[src/rtl/sad_line_array.sv]
// sad_line_array: sum-of-absolute-differences search along one image line.
// A current-row block of N pixels is latched on line_start. Each accepted
// reference pixel then shifts into an N-deep window, and every complete window
// produces one SAD result through a two-stage pipeline.
// Optional feature macro: SAD_MIN_TRACK_EN builds running-minimum tracking
// (best_sad/best_pos). Without it, best_sad/best_pos are tied to zero.
module sad_line_array #(
    parameter  int N    = 8,
    parameter  int PW   = 8,
    parameter  int POSW = 8,
    localparam int RW   = PW + $clog2(N)
) (
    input  logic              clk,
    input  logic              rst,
    input  logic              line_start,
    input  logic              line_end,
    input  logic [N*PW-1:0]   data_in_cur,
    input  logic [PW-1:0]     data_in_ref,
    input  logic              ref_valid,
    output logic [RW-1:0]     result_reg,
    output logic              result_valid,
    output logic [POSW-1:0]   result_pos,
    output logic [RW-1:0]     best_sad,
    output logic [POSW-1:0]   best_pos,
    output logic              best_valid,
    output logic              busy
);
    localparam int CW = $clog2(N);

    typedef enum logic [1:0] {IDLE, FILL, RUN, DRAIN} state_t;

    state_t          state, next_state;
    logic [PW-1:0]   cur_q [N];
    logic [PW-1:0]   win   [N];
    logic [PW-1:0]   diff  [N];
    logic [CW-1:0]   fill_cnt;
    logic [POSW-1:0] win_idx;
    logic [POSW-1:0] w_pos;
    logic [POSW-1:0] s1_pos;
    logic            w_valid;
    logic            s1_valid;
    logic            take_beat;
    logic            complete;
    logic            drain_done;
    logic [RW-1:0]   sad_sum;

    assign busy = (state != IDLE);

    // State register
    always_ff @(posedge clk or negedge rst) begin
        if (!rst) state <= IDLE;
        else      state <= next_state;
    end

    // Next-state decode; line_start overrides everything, including line_end
    always_comb begin
        next_state = state;
        take_beat  = 1'b0;
        drain_done = 1'b0;
        complete   = 1'b0;
        if (line_start) begin
            next_state = FILL;
        end else begin
            case (state)
                IDLE: next_state = IDLE;
                FILL, RUN: begin
                    take_beat = ref_valid;
                    if (ref_valid && state == FILL && fill_cnt == CW'(N - 1))
                        next_state = RUN;
                    if (line_end)
                        next_state = DRAIN;
                end
                DRAIN: begin
                    if (!w_valid && !s1_valid && !result_valid) begin
                        drain_done = 1'b1;
                        next_state = IDLE;
                    end
                end
                default: next_state = IDLE;
            endcase
            complete = take_beat && (state == RUN || fill_cnt == CW'(N - 1));
        end
    end

    // Current-row capture, reference window shift and window bookkeeping
    always_ff @(posedge clk or negedge rst) begin
        if (!rst) begin
            for (int unsigned i = 0; i < N; i++) begin
                cur_q[i] <= '0;
                win[i]   <= '0;
            end
            fill_cnt <= '0;
            win_idx  <= '0;
            w_valid  <= 1'b0;
            w_pos    <= '0;
        end else if (line_start) begin
            for (int unsigned i = 0; i < N; i++)
                cur_q[i] <= data_in_cur[i*PW +: PW];
            fill_cnt <= '0;
            win_idx  <= '0;
            w_valid  <= 1'b0;
        end else begin
            w_valid <= complete;
            if (take_beat) begin
                for (int unsigned i = 0; i < N - 1; i++)
                    win[i] <= win[i+1];
                win[N-1] <= data_in_ref;
                if (complete) begin
                    w_pos   <= win_idx;
                    win_idx <= win_idx + POSW'(1);
                end else begin
                    fill_cnt <= fill_cnt + CW'(1);
                end
            end
        end
    end

    // Stage 1: per-element absolute differences of the completed window
    always_ff @(posedge clk or negedge rst) begin
        if (!rst) begin
            for (int unsigned i = 0; i < N; i++) diff[i] <= '0;
            s1_valid <= 1'b0;
            s1_pos   <= '0;
        end else if (line_start) begin
            s1_valid <= 1'b0;
        end else begin
            s1_valid <= w_valid;
            if (w_valid) begin
                for (int unsigned i = 0; i < N; i++)
                    diff[i] <= (cur_q[i] > win[i]) ? (cur_q[i] - win[i])
                                                   : (win[i] - cur_q[i]);
                s1_pos <= w_pos;
            end
        end
    end

    // Adder tree at full result width so the sum can never wrap
    always_comb begin
        sad_sum = '0;
        for (int unsigned i = 0; i < N; i++)
            sad_sum = sad_sum + RW'(diff[i]);
    end

    // Stage 2: registered SAD result
    always_ff @(posedge clk or negedge rst) begin
        if (!rst) begin
            result_valid <= 1'b0;
            result_reg   <= '0;
            result_pos   <= '0;
        end else if (line_start) begin
            result_valid <= 1'b0;
        end else begin
            result_valid <= s1_valid;
            if (s1_valid) begin
                result_reg <= sad_sum;
                result_pos <= s1_pos;
            end
        end
    end

    // End-of-line pulse once the drain has flushed both pipeline stages
    always_ff @(posedge clk or negedge rst) begin
        if (!rst) best_valid <= 1'b0;
        else      best_valid <= drain_done;
    end

`ifdef SAD_MIN_TRACK_EN
    // Running minimum; strict compare keeps the earliest position on ties
    always_ff @(posedge clk or negedge rst) begin
        if (!rst) begin
            best_sad <= '0;
            best_pos <= '0;
        end else if (line_start) begin
            best_sad <= '1;
            best_pos <= '0;
        end else if (result_valid && result_reg < best_sad) begin
            best_sad <= result_reg;
            best_pos <= result_pos;
        end
    end
`else
    assign best_sad = '0;
    assign best_pos = '0;
`endif

endmodule

[config.mk]
export PLATFORM = sky130hd
export DESIGN_NAME = sad_line_array
export DESIGN_NICKNAME = d
export VERILOG_FILES = /design/src/rtl/sad_line_array.sv
export SDC_FILE = /design/constraint.sdc
export NUM_CORES = 1
export LEC_CHECK = 0
export ABC_AREA = 1
export CAP_MARGIN = 20
export CELL_PAD_IN_SITES_DETAIL_PLACEMENT = 1
export CELL_PAD_IN_SITES_GLOBAL_PLACEMENT = 2
export CORE_MARGIN = 5
export CORE_UTILIZATION = 39
export CTS_BUF_LIST = sky130_fd_sc_hd__clkbuf_4 sky130_fd_sc_hd__clkbuf_8
export CTS_CLUSTER_DIAMETER = 60
export DETAILED_ROUTE_END_ITERATION = 7
export HOLD_SLACK_MARGIN = 0.15
export PLACE_DENSITY = 0.95
export SLEW_MARGIN = 20
export SYNTH_ARGS = -nofsm -noshare
export SYNTH_HDL_FRONTEND = slang
export SYNTH_SLANG_ARGS = --single-unit
[constraint.sdc]
create_clock -name clk -period 6.05 [get_ports clk]
set_clock_uncertainty 0.2 [all_clocks]
set_input_delay 0.605 -clock clk [delete_from_list [all_inputs] [get_ports clk]]
set_output_delay 0.605 -clock clk [all_outputs]
set_load 0.01 [all_outputs]
; Yosys cells after proc, flatten, opt, wreduce, memory -nomap -nowiden
; Index checks and enable logic that the tools add are counted.
[word_totals]
reg_bits = 244
inputBits = 77
output_inout_bits = 41
wordCells = 126
[op_classes]
add_sub_neg = 25
n_lt_le_gt_ge = 8
eq_ne = 7
mux = 29
bitwise = 1
n_reduce_logical = 21
[op_table]
columns = op, count
row1 = subtractor 8 bit, 16
row2 = 2-to-1 mux 8 bit, 11
row3 = > comparator 8 bit, 8
row4 = adder 11 x 8 -> 11 bit, 4
row5 = AND reduction 2 bit, 6
row6 = adder 10 x 8 -> 11 bit, 1
row7 = adder 9 x 8 -> 10 bit, 1
row8 = 2-to-1 mux 1 bit, 10
row9 = adder 8 x 8 -> 9 bit, 1
row10 = 2-to-1 mux 3 bit, 3
row11 = "adder 8 x 1 -> 8 bit, second input constant", 1
row12 = 2-to-1 mux 2 bit, 4
row13 = one-hot mux 2 bit (3 select lines), 1
row14 = nonzero test 2 bit, 3
row15 = logical AND 1 bit, 5
row16 = "equality test 2 bit, second input constant", 2
row17 = "!= test 4 bit, second input constant", 1
row18 = "adder 3 x 1 -> 3 bit, second input constant", 1
row19 = "equality test 3 bit, second input constant", 1
row20 = logical NOT 1 bit, 3
row21 = "!= test 3 bit, second input constant", 1
row22 = AND reduction 3 bit, 1
row23 = "equality test 2 x 1 -> 1 bit, second input constant", 1
row24 = logical NOT 2 bit, 1
row25 = 4 further kinds, 4

; Longest topological paths before layout
; Gate-level depths: netlist (run 1).
[logic_depth]
word_depth = 9
mapped_depth = 16
mapped_depth_nobuf = 16

; Worst setup path before layout (run 1)
; Ideal clock, no wire load.
[synth_timing]
path_kind = register to register
start = register diff[2] in the netlist's numbering
end = register result_reg[10]
setup_time_ns = 0.123
t_arrival_ns = 3.721
slack_ns = 2.006
stages_incl_launch_ff = 17
path_buffers = 0
period_less_slack_ns = 4.044
path_cell_list = dfrtp_1 inv_1 fa_1 inv_1 fa_1 fa_1 inv_1 fa_1 inv_1 ha_1 fa_1 nand3_1 nand2_1 a21oi_1 nor2_1 o21ai_0 nand2_1
[synth_via]
elab_chain_len = 1
[synth_lines]
columns = element, line_no
row1 = start: declaration, 35  ; logic [PW-1:0] diff [N];
row2 = start signal: indexed assignment, 130  ; diff[i] <= (cur_q[i] > win[i]) ? (cur_q[i] - win[i])
row3 = adder 11 x 8 -> 11 bit, 141  ; sad_sum = sad_sum + RW'(diff[i]);
row4 = end signal: assignment, 155  ; result_reg <= sad_sum;
row5 = end: declaration, 20  ; output logic [RW-1:0] result_reg,
; Every way passes these cells.
; A chain may end at the register's enable or synchronous reset.

; Final worst setup path (run 1)
; Same ends and word-level chain as after synthesis.

==> results.txt, run 1 <==
- The first global-routing pass estimated a little over 80000 um of wire.
* Number of antenna violations at the first check in global routing: 0
- Clock tree from TritonCTS: yes
- In the synthesized netlist the dominant register cell turns out to be dfrtp_1.
- The synthesized design contains 244 register bits.
* Violation count after the first detailed-routing iteration: 540
* Final critical-path share of the clock period: 0.718
* Setup violation total in the final timing report: 0
- The number of global-route vias before repair is 16348.
- The signal on the critical path passes through inv_1, fa_1, inv_1, fa_1, fa_1, inv_1, fa_1, inv_1, ha_1, fa_1, nand3_1, nand2_1, a21oi_1, nor2_1, o21ai_0, nand2_1.
- Ys async rst share: 1.00
- Layout cells sized above 1: 0.0540
- The worst setup path is captured at a flop.
- Post-synthesis cell type with the largest combined area: dfrtp_1
* Max capacitance violation total: 0
- Horizontal die dimension: ~220 um
* Starting Density: 0.394
- The mapped netlist covers approximately 0.017 mm^2.
- In this design, the largest share of critical-path delay is due to adder cells.
- 0 antenna diodes ended up in the layout.
- Arr. time, crit path: roughly 4700 ps
- In this run the tightest slew margin relative to its limit is 0.342.
- The cell count after synthesis came out at 2370.
- The number of hold violations in the final report came to 0.
- GP Congestion: 0.828
- Worst Slack Setup Final: approximately 1700 ps
- Drt pass-1 iters: 4
- Per-instance average area after synthesis: 7.35 um^2
- Entering global routing, the biggest net connects 123 pins.
- Core Area: around 0.044 mm^2
* Layout-stage area growth over the synthesis result: 13.9%
- Number of nets with antenna violations after routing: 0
* Clock H-tree levels: 2
* Clock transition at the register clock pins on the worst setup and hold paths after CTS: 60 ps
- The tightest min-delay check is of the input port to flop type.
* Number of DRC violations after detailed routing: 0
- Required arrival time at the worst endpoint: roughly 6400 ps
- Vias/cell: slightly below 5
- The die is ~220 um tall.
- In the synthesized netlist, the cells that appear most often are 786 x nand2_1, 466 x inv_1, 244 x dfrtp_1.
* Top cell type's share of synthesized area: 0.350
- Most used cell along the critical path: fa_1
* Sequential area share after synthesis: 0.350
- In this run, synthesis inferred 0 flip-flops with an integrated enable.
- In the global route stage, overall resource usage came out at 0.204.
- In this run the worst path has a maximum fanout of 3.
- For this run, the top clock speed supported by timing is roughly 230 MHz.
- Actual slew at the worst max-slew pin: 986 ps
- Setup repair after global routing left no endpoint under its margin.
- In this run the core area contains 77 standard-cell rows.
* Hpwl dp: between 30000 and 40000 um
- The worst setup path is launched from a flop.
- Final min period: between 4000 and 5000 ps
- Post-Place Setup Slack: ~1700 ps
- The synthesized netlist contains 31 unique library cells.
- CTS buffer count: 49
- CTS Root Buffer Type: clkbuf_8
- After routing, the total negative slack on setup checks comes to 0 ps.
- Slowest Stage Delay on Critical Path: 560 ps
- Clock latency of the later-clocked register in the worst-skew pair: between 600 and 700 ps
- The largest registers in the layout are cur_q (64), diff (64), win (64).
- By area the synthesized netlist is led by dfrtp_1 35%, nand2_1 17%, inv_1 10%, ha_1 9.9%, fa_1 7.2%.
- The number of placed instances, taps included, is 3002.
- Net count reported at finish: around 2700
* Worst-case clock buffer depth: 3
* Total Routed Length: between 40000 and 50000 um
* Top-count cell post-synth: nand2_1
* Crit path from: diff[2]
- The worst setup path is of the flop to flop kind.
- Warnings, synthesis: 0
* Number of buffers inserted by port buffering: between 90 and 100
- The finished layout holds a little over 3000 standard cells, fillers aside.
* Max-slew violation count: 0
- Area of the die: about 0.049 mm^2
* Number of ports placed on the die boundary: approximately 120
* Vias post-DR: 14848
* Outcome: completed
- The total overflow left after global routing is 0.
* Clock Sink Count: 244
- In the final routed layout, each cell accounts on average for about 16 um.
- The worst register-to-register path begins at diff[2].
* Worst hold start: line_start
- Post-cts sizing count: 0
* Number of buffers and inverters on the critical path: 4
- Master of the slowest instance on the critical path: fa_1
## final cells by class
type                    instances  area [um^2]
clock buffers                  70          901
clock inverters                18          113
fillers                      5583        24400
inverters                     474         1780
multi-input cells            1585         9140
flip-flops and latches        244         6110
well taps                     592          741
repair buffers                108         1060
## cell families after synthesis
logic type      count (synthesis)  synth area share
other cells                     1          0.000215
buf+inv                       559             0.129
fa+ha+maj                     201             0.171
simple gates                 1052             0.247
compound gates                261            0.0754
flops                         244             0.350
xor+xnor                       52            0.0261
## cells in the final DEF (no fill, tap or decap), drive strengths merged
cell type,n
clkdlybuf4s50,96
nand4,22
o21bai,1
a21oi,56
nand3,151
xnor2,12
o22ai,1
nor2,66
ha,138
nand2,802
a31oi,1
fa,63
inv,476
a211oi,1
o21ai,201
buf,11
dlygate4sd3,1
clkinvlp,6
dfrtp,244
clkbuf,70
or2,8
xor2,40
nor3,2
nor4,1
clkinv,10
conb,19
## worst paths after layout
kind	endpoint	slack, ps	cells after the start
max in group asynchronous	cur_q[1]	3740	3
min	cur_q[47]	250	3
max	result_reg[10]	1700	16
min reg2reg	result_reg[3]	280	2
max reg2reg	result_reg[10]	1700	16
min in group asynchronous	win[47]	470	2
## stage by stage
step | hold slack [ps] | utilization | area [um^2]
floorplan | 109 | - | 17500
global placement | 262 | 0.426 | 18800
detailed placement | 267 | 0.426 | 18800
CTS | 198 | 0.449 | 19800
global route | 253 | 0.449 | 19800
finish | 251 | 0.449 | 19800
## metal layers
metal  share of wire  wire length [um]  GRT usage  up-vias
li1                -                 -          -     7336
met1            0.45             22300      0.257     7276
met2            0.50             24700      0.366      167
met3           0.032              1610     0.0345       69
met4           0.023              1130     0.0516        0
met5               0                 0          0        -
## timing repair
item,in CTS,in global routing
hold buffers,1,0
hold endpoints to repair,120,0
buffers inserted,0,0
## worst min-delay path, cell delays in order
cell and delay, ps:
buf_4 230, nand2_1 120, nand2_1 50
Power of run 1 is left out: the tool's default activity adds up to more than one toggle a clock period on the data nets, which glitch-free logic cannot reach.
==> run 2: changes to the inputs <==
--- a/config.mk
+++ b/config.mk
@@ -10,12 +10,12 @@
 export CELL_PAD_IN_SITES_DETAIL_PLACEMENT = 1
 export CELL_PAD_IN_SITES_GLOBAL_PLACEMENT = 2
 export CORE_MARGIN = 5
-export CORE_UTILIZATION = 39
+export CORE_UTILIZATION = 33
 export CTS_BUF_LIST = sky130_fd_sc_hd__clkbuf_4 sky130_fd_sc_hd__clkbuf_8
 export CTS_CLUSTER_DIAMETER = 60
 export DETAILED_ROUTE_END_ITERATION = 7
 export HOLD_SLACK_MARGIN = 0.15
-export PLACE_DENSITY = 0.95
+export PLACE_DENSITY = 0.88
 export SLEW_MARGIN = 20
 export SYNTH_ARGS = -nofsm -noshare
 export SYNTH_HDL_FRONTEND = slang
==> constraint.sdc (replaced) <==
create_clock -name clk -period 3.76 [get_ports clk]
set_clock_uncertainty 0.2 [all_clocks]
set_input_delay 0.376 -clock clk [delete_from_list [all_inputs] [get_ports clk]]
set_output_delay 0.376 -clock clk [all_outputs]
set_load 0.01 [all_outputs]
==> run 2 against run 1 <==
Net effect: the run now ends with setup timing left; cell count grew 6.1%; critical path depth unchanged; sequential share of layout area decreased by 1.8 points; via count rose by 2.3%; maximum frequency is 8.5% higher; sequential cell count did not move; setup slack got worse by 1900 ps; cell area increased by 6.2%; global-route usage is 2.1 points lower; worst hold slack lost 60 ps.
==> results.txt, run 2 (synthesis gave the netlist of run 1 again) <==
- Outcome: finished with violations
- Violations in the final reports: setup timing
- Overflow after GRT: 0
- CTS built an H-tree with a depth of 2.
- Arr. time, crit path: around 4400 ps
- The signal on the critical path passes through inv_2, fa_1, inv_2, fa_1, fa_1, inv_2, fa_1, inv_2, ha_4, fa_2, buf_4, buf_6, buf_4, a21oi_2, o21ai_2, nand2_1.
* Required arrival time at the worst endpoint: 4130 ps
* Number of buffers and inverters on the critical path: 7
- Hold violation total from the final report: 0
* Net count reported at finish: around 2800
- The die is between 200 and 250 um wide.
- In this run the worst hold path is classified as input port to flop.
- Of all nets on the critical path, the largest fanout is 2.
- Dividing the detail-routed wire length by the instance count gives around 16 um.
- Filler cell count in the final layout: 6446
* Number of rows in the core area: 84
- TritonCTS built the clock tree.
- Largest registers ranked by flip-flop count: cur_q (64), diff (64), win (64)
* Leading cell type in the layout, fill and taps excluded: nand2_1
- After floorplanning, the core was sized to cover 0.0524 mm^2.
- Number of nets with antenna violations after routing: 0
* Number of ports placed on the die boundary: 118
- Critical path startpoint category: flop
- CTS buffer count: between 40 and 50
* Starting Density: 0.332
* Setup violation total in the final timing report: 7
* Number of buffers inserted by port buffering: between 90 and 100
* Die span in y: 240 um
- CTS Root Buffer Type: clkbuf_8
- Vias post-DR: about 15000
- Timing would allow up to 250 MHz.
- Most frequent cells in the layout: 782 x nand2_1, 456 x inv_1, 244 x dfrtp_1, 184 x o21ai_0, 150 x nand3_1
* Clock latency of the later-clocked register in the worst-skew pair: approximately 640 ps
- Final critical-path share of the clock period: 1.06
* Area of the die: 0.0575 mm^2
- Vias/cell: ~4.6
- Setup repair after global routing could not meet its margin everywhere.
* Layout-stage area growth over the synthesis result: 20.9%
- Max capacitance violation total: 0
- The detailed router finished its first iteration with 618 violations.
- The largest individual stage delay along the critical path comes from the cell fa_1.
* Worst-case clock buffer depth: 3
- Grouping stages by cell kind, the critical path spends the most delay in adder cells.
- Cell area reported after detailed placement: 0.0192 mm^2
* Number of DRC violations after detailed routing: 0
- For this run, the detailed router's first-pass iteration total came to 5.
* Actual slew at the worst max-slew pin: 988 ps
* Worst Slack Setup Final: -244 ps
- Total Routed Length: around 53000 um
- At the end of routability-driven placement, the weighted congestion stood at ~0.85.
- Summing all non-filler instances in the final layout gives an area of approximately 0.021 mm^2.
- Measured against its own limit, the worst slew margin works out to 0.341.
- For this design, the sink count on the clock tree is approximately 240.
- Layout cells sized above 1: 0.0760
- Counting I/O delays and the setup requirement, the final critical path takes 4000 ps.
- The final-report max-slew violation count is 0.
* Element type at the critical path end: flop
* Clock transition at the register clock pins on the worst setup and hold paths after CTS: ~60 ps
- The number of global-route vias before repair was approximately 17000.
- Global-route wire length before repair: between 80000 and 90000 um
* Overall Global Routing Usage: 0.184
- Entering global routing, the biggest net connects ~110 pins.
* Slowest Stage Delay on Critical Path: around 540 ps
- For flop-to-flop paths, the worst setup slack is -240 ps.
* CP Class: flop to flop
- Summed over all nets, the half-perimeter wirelength after detailed placement is just over 40000 um.
- The initial antenna violation count came to 3.
==> run 2: stage by stage <==
| step | std cells | util | TNS, ps | worst slack [ps] | hold slack [ps] |
|---|---|---|---|---|---|
| 2_1_floorplan | 2388 | - | -59.7 | -50.3 | -120 |
| 3_3_place_gp | 3126 | 0.366 | -841 | -221 | 258 |
| 3_5_place_dp | 3126 | 0.366 | -1560 | -311 | 268 |
| 4_1_cts | 3275 | 0.401 | -791 | -190 | 150 |
| 5_1_grt | 3280 | 0.402 | -2290 | -391 | 181 |
| 6_report | 3280 | 0.402 | -1000 | -244 | 191 |
==> run 2: timing repair <==
item	in CTS	in global routing
endpoints found under the hold margin	164	0
pin swaps	16	5
setup endpoints to repair	7	8
setup buffers	3	4
hold buffers	59	0
resized for setup	22	7
gates cloned	0	0
==> run 2: path summary, 6_finish.rpt <==
kind,startpoint,to,cells after the start
worst max-delay path,diff[18],result_reg[4],16
worst min-delay path,data_in_cur[20],cur_q[44],3
worst max register to register,diff[18],result_reg[4],16
worst min register to register,result_reg[1],result_reg[1],2
max in group asynchronous,rst,cur_q[15],3
min in group asynchronous,rst,result_reg[5],2
==> run 2: cell type report <==
| type | count | area [um^2] | area share |
|---|---|---|---|
| tap | 688 | 861 | 0.0409 |
| inverter | 474 | 1780 | 0.0844 |
| clock buffer | 77 | 972 | 0.0461 |
| antenna | 1 | 2.50 | 0.000119 |
| sequential | 244 | 6110 | 0.290 |
| multi-input combinational | 1585 | 9230 | 0.438 |
| clock inverter | 10 | 154 | 0.00730 |
| timing repair buffer | 201 | 1960 | 0.0931 |
==> run 2: worst reg2reg max path, cell delays in order (launching register included) <==
cell     delay [ps]
dfrtp_1         360
inv_2            50
fa_1            540
inv_2            40
fa_1            490
fa_1            510
inv_2            50
fa_1            490
inv_2            50
ha_4            160
fa_2            370
buf_4           150
buf_6           100
buf_4           130
a21oi_2         140
o21ai_2          70
nand2_1          50
==> run 2: metal layers <==
metal / vias to the layer above / track usage / routed length, um
li1: 7521 / - / -
met1: 7410 / 0.227 / 23200
met2: 188 / 0.332 / 26400
met3: 71 / 0.0295 / 1640
met4: 0 / 0.0508 / 1370
met5: - / 0 / 0
Power of run 2 is left out for the same reason.
==> edit 1 (flow settings as in run 2) <==
Add a define of `SAD_MIN_TRACK_EN`.
--- a/src/rtl/sad_line_array.sv
+++ b/src/rtl/sad_line_array.sv
@@ -4,6 +4,8 @@
 // produces one SAD result through a two-stage pipeline.
 // Optional feature macro: SAD_MIN_TRACK_EN builds running-minimum tracking
 // (best_sad/best_pos). Without it, best_sad/best_pos are tied to zero.
+`define SAD_MIN_TRACK_EN
+
 module sad_line_array #(
     parameter  int N    = 8,
     parameter  int PW   = 8,
Behaviour: not the same (Yosys sat finds a counterexample within 4 cycles, from zero or initial values and one cycle with rst low).
==> edit 1 against run 2 <==
- the flow still finishes with violations (setup timing)
- area after synthesis rose by 5.4%
- via count rose by 6.6%
- utilization rose by 0.53 points
- sequential cell count rose by 19
- wire length rose by 2.9%
- non-clock buffer count rose by 20
- cell count rose by 6.4%
- count of clock-buffer cells in the layout fell by 2
- worst setup slack improved by 0.034 ns
- design area rose by 6.4%
- sequential share of layout area rose by 0.37 points
- critical endpoint is now result_reg[10]$_DFFE_PN0P_
- largest cell class unchanged
Power is left out: the tool's default activity adds up to more than one toggle a clock period on the data nets, which glitch-free logic cannot reach.
==> edit 1: results (changes against run 2) <==
[final_layout]
nNonClkInverters = 490  ; was 474
multi_input_gates = 1671  ; was 1585
multi_input_area_sq_um = 9742  ; was 9234 sq um
signal_buffers = 221  ; was 201
fin_nets = 2986  ; was 2833
fillers = 6820  ; was 6446
final_layout_size_suffix_gt1_share_pct = 7.701  ; was 7.603%
nClkBuffers = 75  ; was 77

[sta]
tns_ns = -0.5727  ; was -1.003 ns
whs_ns = 0.1473  ; was 0.1907 ns
setup_viol = 5  ; was 7
setup_ws_ns = -0.2099  ; was -0.2438 ns
slew_headroom_pct = 36.60  ; was 34.12%

[status]
status = finished with violations  ; unchanged
violations = setup timing  ; unchanged

[critical_path]
r2r_start = diff[9]$_DFFE_PN0P_  ; was diff[18]$_DFFE_PN0P_
r2r_end = result_reg[10]$_DFFE_PN0P_  ; was result_reg[4]$_DFFE_PN0P_

[synthesis]
synth.avg_cell_area_sq_um = 7.354  ; was 7.351 sq um
synth_xor_area_share_pct = 2.481  ; was 2.614%
synthAdderAreaFrac_pct = 16.96  ; was 17.15%
ys_seq_area_share_pct = 35.85  ; was 35.04%
syn_area_sq_um = 18360  ; was 17420 sq um
ys_types = 30  ; was 31
yosys-top-cells-area = dfrtp_1 36%, nand2_1 17%, ha_1 10%, inv_1 9.9%, fa_1 6.9%  ; was dfrtp_1 35%, nand2_1 17%, inv_1 10%, ha_1 9.9%, fa_1 7.2%
synth_compound_area_share_pct = 7.341  ; was 7.540%

[grt]
grt_usage_pct = 17.94  ; was 18.36%
grt_pass1_vias = 17970  ; was 16.69k
grt_max_degree = 129  ; was 113
gr-usage-met2_pct = 32.10  ; was 33.17%
antenna_found_initial = 1  ; was 3
grtUsageMet1_pct = 23.00  ; was 22.69%

[placement]
globalplace.congestion = 0.8261  ; was 0.8454
pre_cts_slack_ns = -0.3087  ; was -0.3108 ns
placed_area_sq_um = 20440  ; was 19220 sq um

[route]
dr_total_vias = 16190  ; was 15.19k
wl_met3_mm = 1.495  ; was 1.636 mm
wl_per_cell_um = 15.53  ; was 16.06 um
drtIter0Drc = 573  ; was 618
wl_met2_mm = 26.68  ; was 26.42 mm

[worst_hold_path]
hold_path_class = primary input to async pin  ; was primary input to flip-flop

[clock_tree]
cts_sinks = 263  ; was 244

## edit 1: cell types whose count changed after synthesis, sizes merged, moves of 12 or more
| cell | change |
|---|---|
| buf | -25 |
| clkbuf | +12 |
| dfrtp | +19 |
| inv | +15 |
| nand2 | +62 |
| nand3 | +14 |
## edit 1: worst max-delay path, cell delays in order, from the launching register on
cell and delay [ns]:
dfrtp_1 0.37, inv_1 0.10, fa_1 0.48, fa_1 0.54, fa_1 0.54, inv_1 0.05
fa_1 0.46, ha_4 0.20, fa_2 0.36, nand3_2 0.08, nand2_2 0.06, a21oi_2 0.16
nor2_1 0.07, o21ai_1 0.11, nand2_1 0.06
## edit 1: timing repair
action | 4_1_cts | 5_1_grt
setup buffers | 2 | 5
pin swaps | 19 | 22
hold buffers | 66 | 0
endpoints found under the hold margin | 176 | 0
resized for setup | 14 | 23
setup endpoints to repair | 7 | 8
==> edit 2 (settings of run 2) <==
Without the edit above. Put one more register stage on the output `best_valid`, cleared by the reset. The value now appears one clock later. The other outputs are not delayed to match.
--- a/src/rtl/sad_line_array.sv
+++ b/src/rtl/sad_line_array.sv
@@ -28,6 +28,8 @@
     localparam int CW = $clog2(N);
 
     typedef enum logic [1:0] {IDLE, FILL, RUN, DRAIN} state_t;
+
+    logic best_valid_s0;
 
     state_t          state, next_state;
     logic [PW-1:0]   cur_q [N];
@@ -160,8 +162,8 @@
 
     // End-of-line pulse once the drain has flushed both pipeline stages
     always_ff @(posedge clk or negedge rst) begin
-        if (!rst) best_valid <= 1'b0;
-        else      best_valid <= drain_done;
+        if (!rst) best_valid_s0 <= 1'b0;
+        else      best_valid_s0 <= drain_done;
     end
 
 `ifdef SAD_MIN_TRACK_EN
@@ -183,5 +185,13 @@
     assign best_pos = '0;
 `endif
 
+    always_ff @(posedge clk or negedge rst) begin
+        if (!rst) begin
+            best_valid <= '0;
+        end else begin
+            best_valid <= best_valid_s0;
+        end
+    end
+
 endmodule
 
Behaviour: not the same (Yosys sat finds a counterexample within 4 cycles, from zero or initial values and one cycle with rst low).
==> edit 2 against run 2 <==
- the flow still finishes with violations (setup timing)
- worst setup slack worse by 0.077 ns
- design area barely moved
- utilization about the same
- wire length is 1.1% higher
- critical path depth up 1
- area after synthesis grew 0.22%
- sequential cell count grew 1
- count of clock-buffer cells in the layout down 5
- via count is essentially flat
- highest routed layer is now met5
Power is not shown: default switching activity piles up to over one toggle a cycle in this logic, so the estimate is an artifact.
==> edit 2: results (changes against run 2) <==
[synthesis]
synth_xor_area_share_pct = 2.608  ; was 2.614%
yosys-top-cells-area = dfrtp_1 35%, nand2_1 17%, inv_1 10%, ha_1 9.9%, fa_1 7.2%  ; unchanged
synthCells = 2374  ; was 2370
synthAdderAreaFrac_pct = 17.11  ; was 17.15%
ys_seq_area_share_pct = 35.11  ; was 35.04%
synth_compound_area_share_pct = 7.445  ; was 7.540%
ys_types = 29  ; was 31
synthTopCellsByCount = 796 x nand2_1, 464 x inv_1, 245 x dfrtp_1  ; was 786 x nand2_1, 466 x inv_1, 244 x dfrtp_1

[final_layout]
seq_area_sq_um = 6131  ; was 6106 sq um
instances_no_fill = 3284  ; was 3280
fillers = 6513  ; was 6446

[route]
wl_met1_mm = 23.49  ; was 23.24 mm
wl_met3_mm = 1.879  ; was 1.636 mm
drtIter0Drc = 608  ; was 618
wl_met2_mm = 26.46  ; was 26.42 mm
via_per_inst = 4.628  ; was 4.631
wl_per_cell_um = 16.21  ; was 16.06 um

[grt]
use_met3_pct = 3.086  ; was 2.948%
gr-usage-met2_pct = 32.93  ; was 33.17%
grt_pass1_vias = 16580  ; was 16.69k
antenna_found_initial = 4  ; was 3
grtUsageMet1_pct = 23.20  ; was 22.69%
grt_pass1_wl_mm = 86.06  ; was 85.55 mm

[worst_hold_path]
hold_end = best_valid$_DFF_PN0_  ; was cur_q[44]$_DFFE_PN0P_
min_path_cells = 0  ; was 3

[sta]
setup_viol = 7  ; unchanged
setup_ws_ns = -0.3203  ; was -0.2438 ns
whs_ns = 0.1545  ; was 0.1907 ns
tightest_slew_ns = 0.8859  ; was 0.9882 ns
tns_ns = -1.291  ; was -1.003 ns

[critical_path]
r2r_end = result_reg[8]$_DFFE_PN0P_  ; was result_reg[4]$_DFFE_PN0P_
r2r_start = diff[26]$_DFFE_PN0P_  ; was diff[18]$_DFFE_PN0P_
rr_worst_depth = 17  ; was 16

[clock_tree]
cts_setup_buffers = 5  ; was 3
insertion_delay_ns = 0.66  ; was 0.64 ns
cts_hold_buf = 62  ; was 59
ctsResizeCount = 23  ; was 22

[placement]
dpl.cell_count = 3129  ; was 3126
placed_area_sq_um = 19240  ; was 19220 sq um
globalplace.congestion = 0.8412  ; was 0.8454
pre_cts_slack_ns = -0.2850  ; was -0.3108 ns

[status]
violations = setup timing  ; unchanged
status = finished with violations  ; unchanged

[edit 2: cell types whose count changed after synthesis, moves of 2 or more]
cell and delta:
inv_1 -2, nor2_2 +3, nor3_1 -2, nand2_1 +10, nor2_1 -3, o21ai_1 -2
[edit 2: worst reg2reg max path, cell delays in order, from the launching register on]
cell and delay (ns):
dfrtp_1 0.36, inv_2 0.05, fa_1 0.55, inv_2 0.05, fa_2 0.46, fa_1 0.53, inv_2 0.04, fa_1 0.52
inv_2 0.06, ha_4 0.16, fa_2 0.37, nand3_2 0.08, nand2_2 0.06, a21oi_2 0.18, buf_4 0.14, nand2_2 0.04
nand2_1 0.05, o21ai_1 0.07
[edit 2: final cells by class]
cell class | instances | share of cell area (%)
inverter | 473 | 8.419
clock inverter | 11 | 0.6111
timing repair buffer | 205 | 9.546
sequential | 245 | 29.07
antenna | 1 | 0.01187
clock buffer | 72 | 4.165
multi-input combinational | 1589 | 44.09
tap | 688 | 4.082
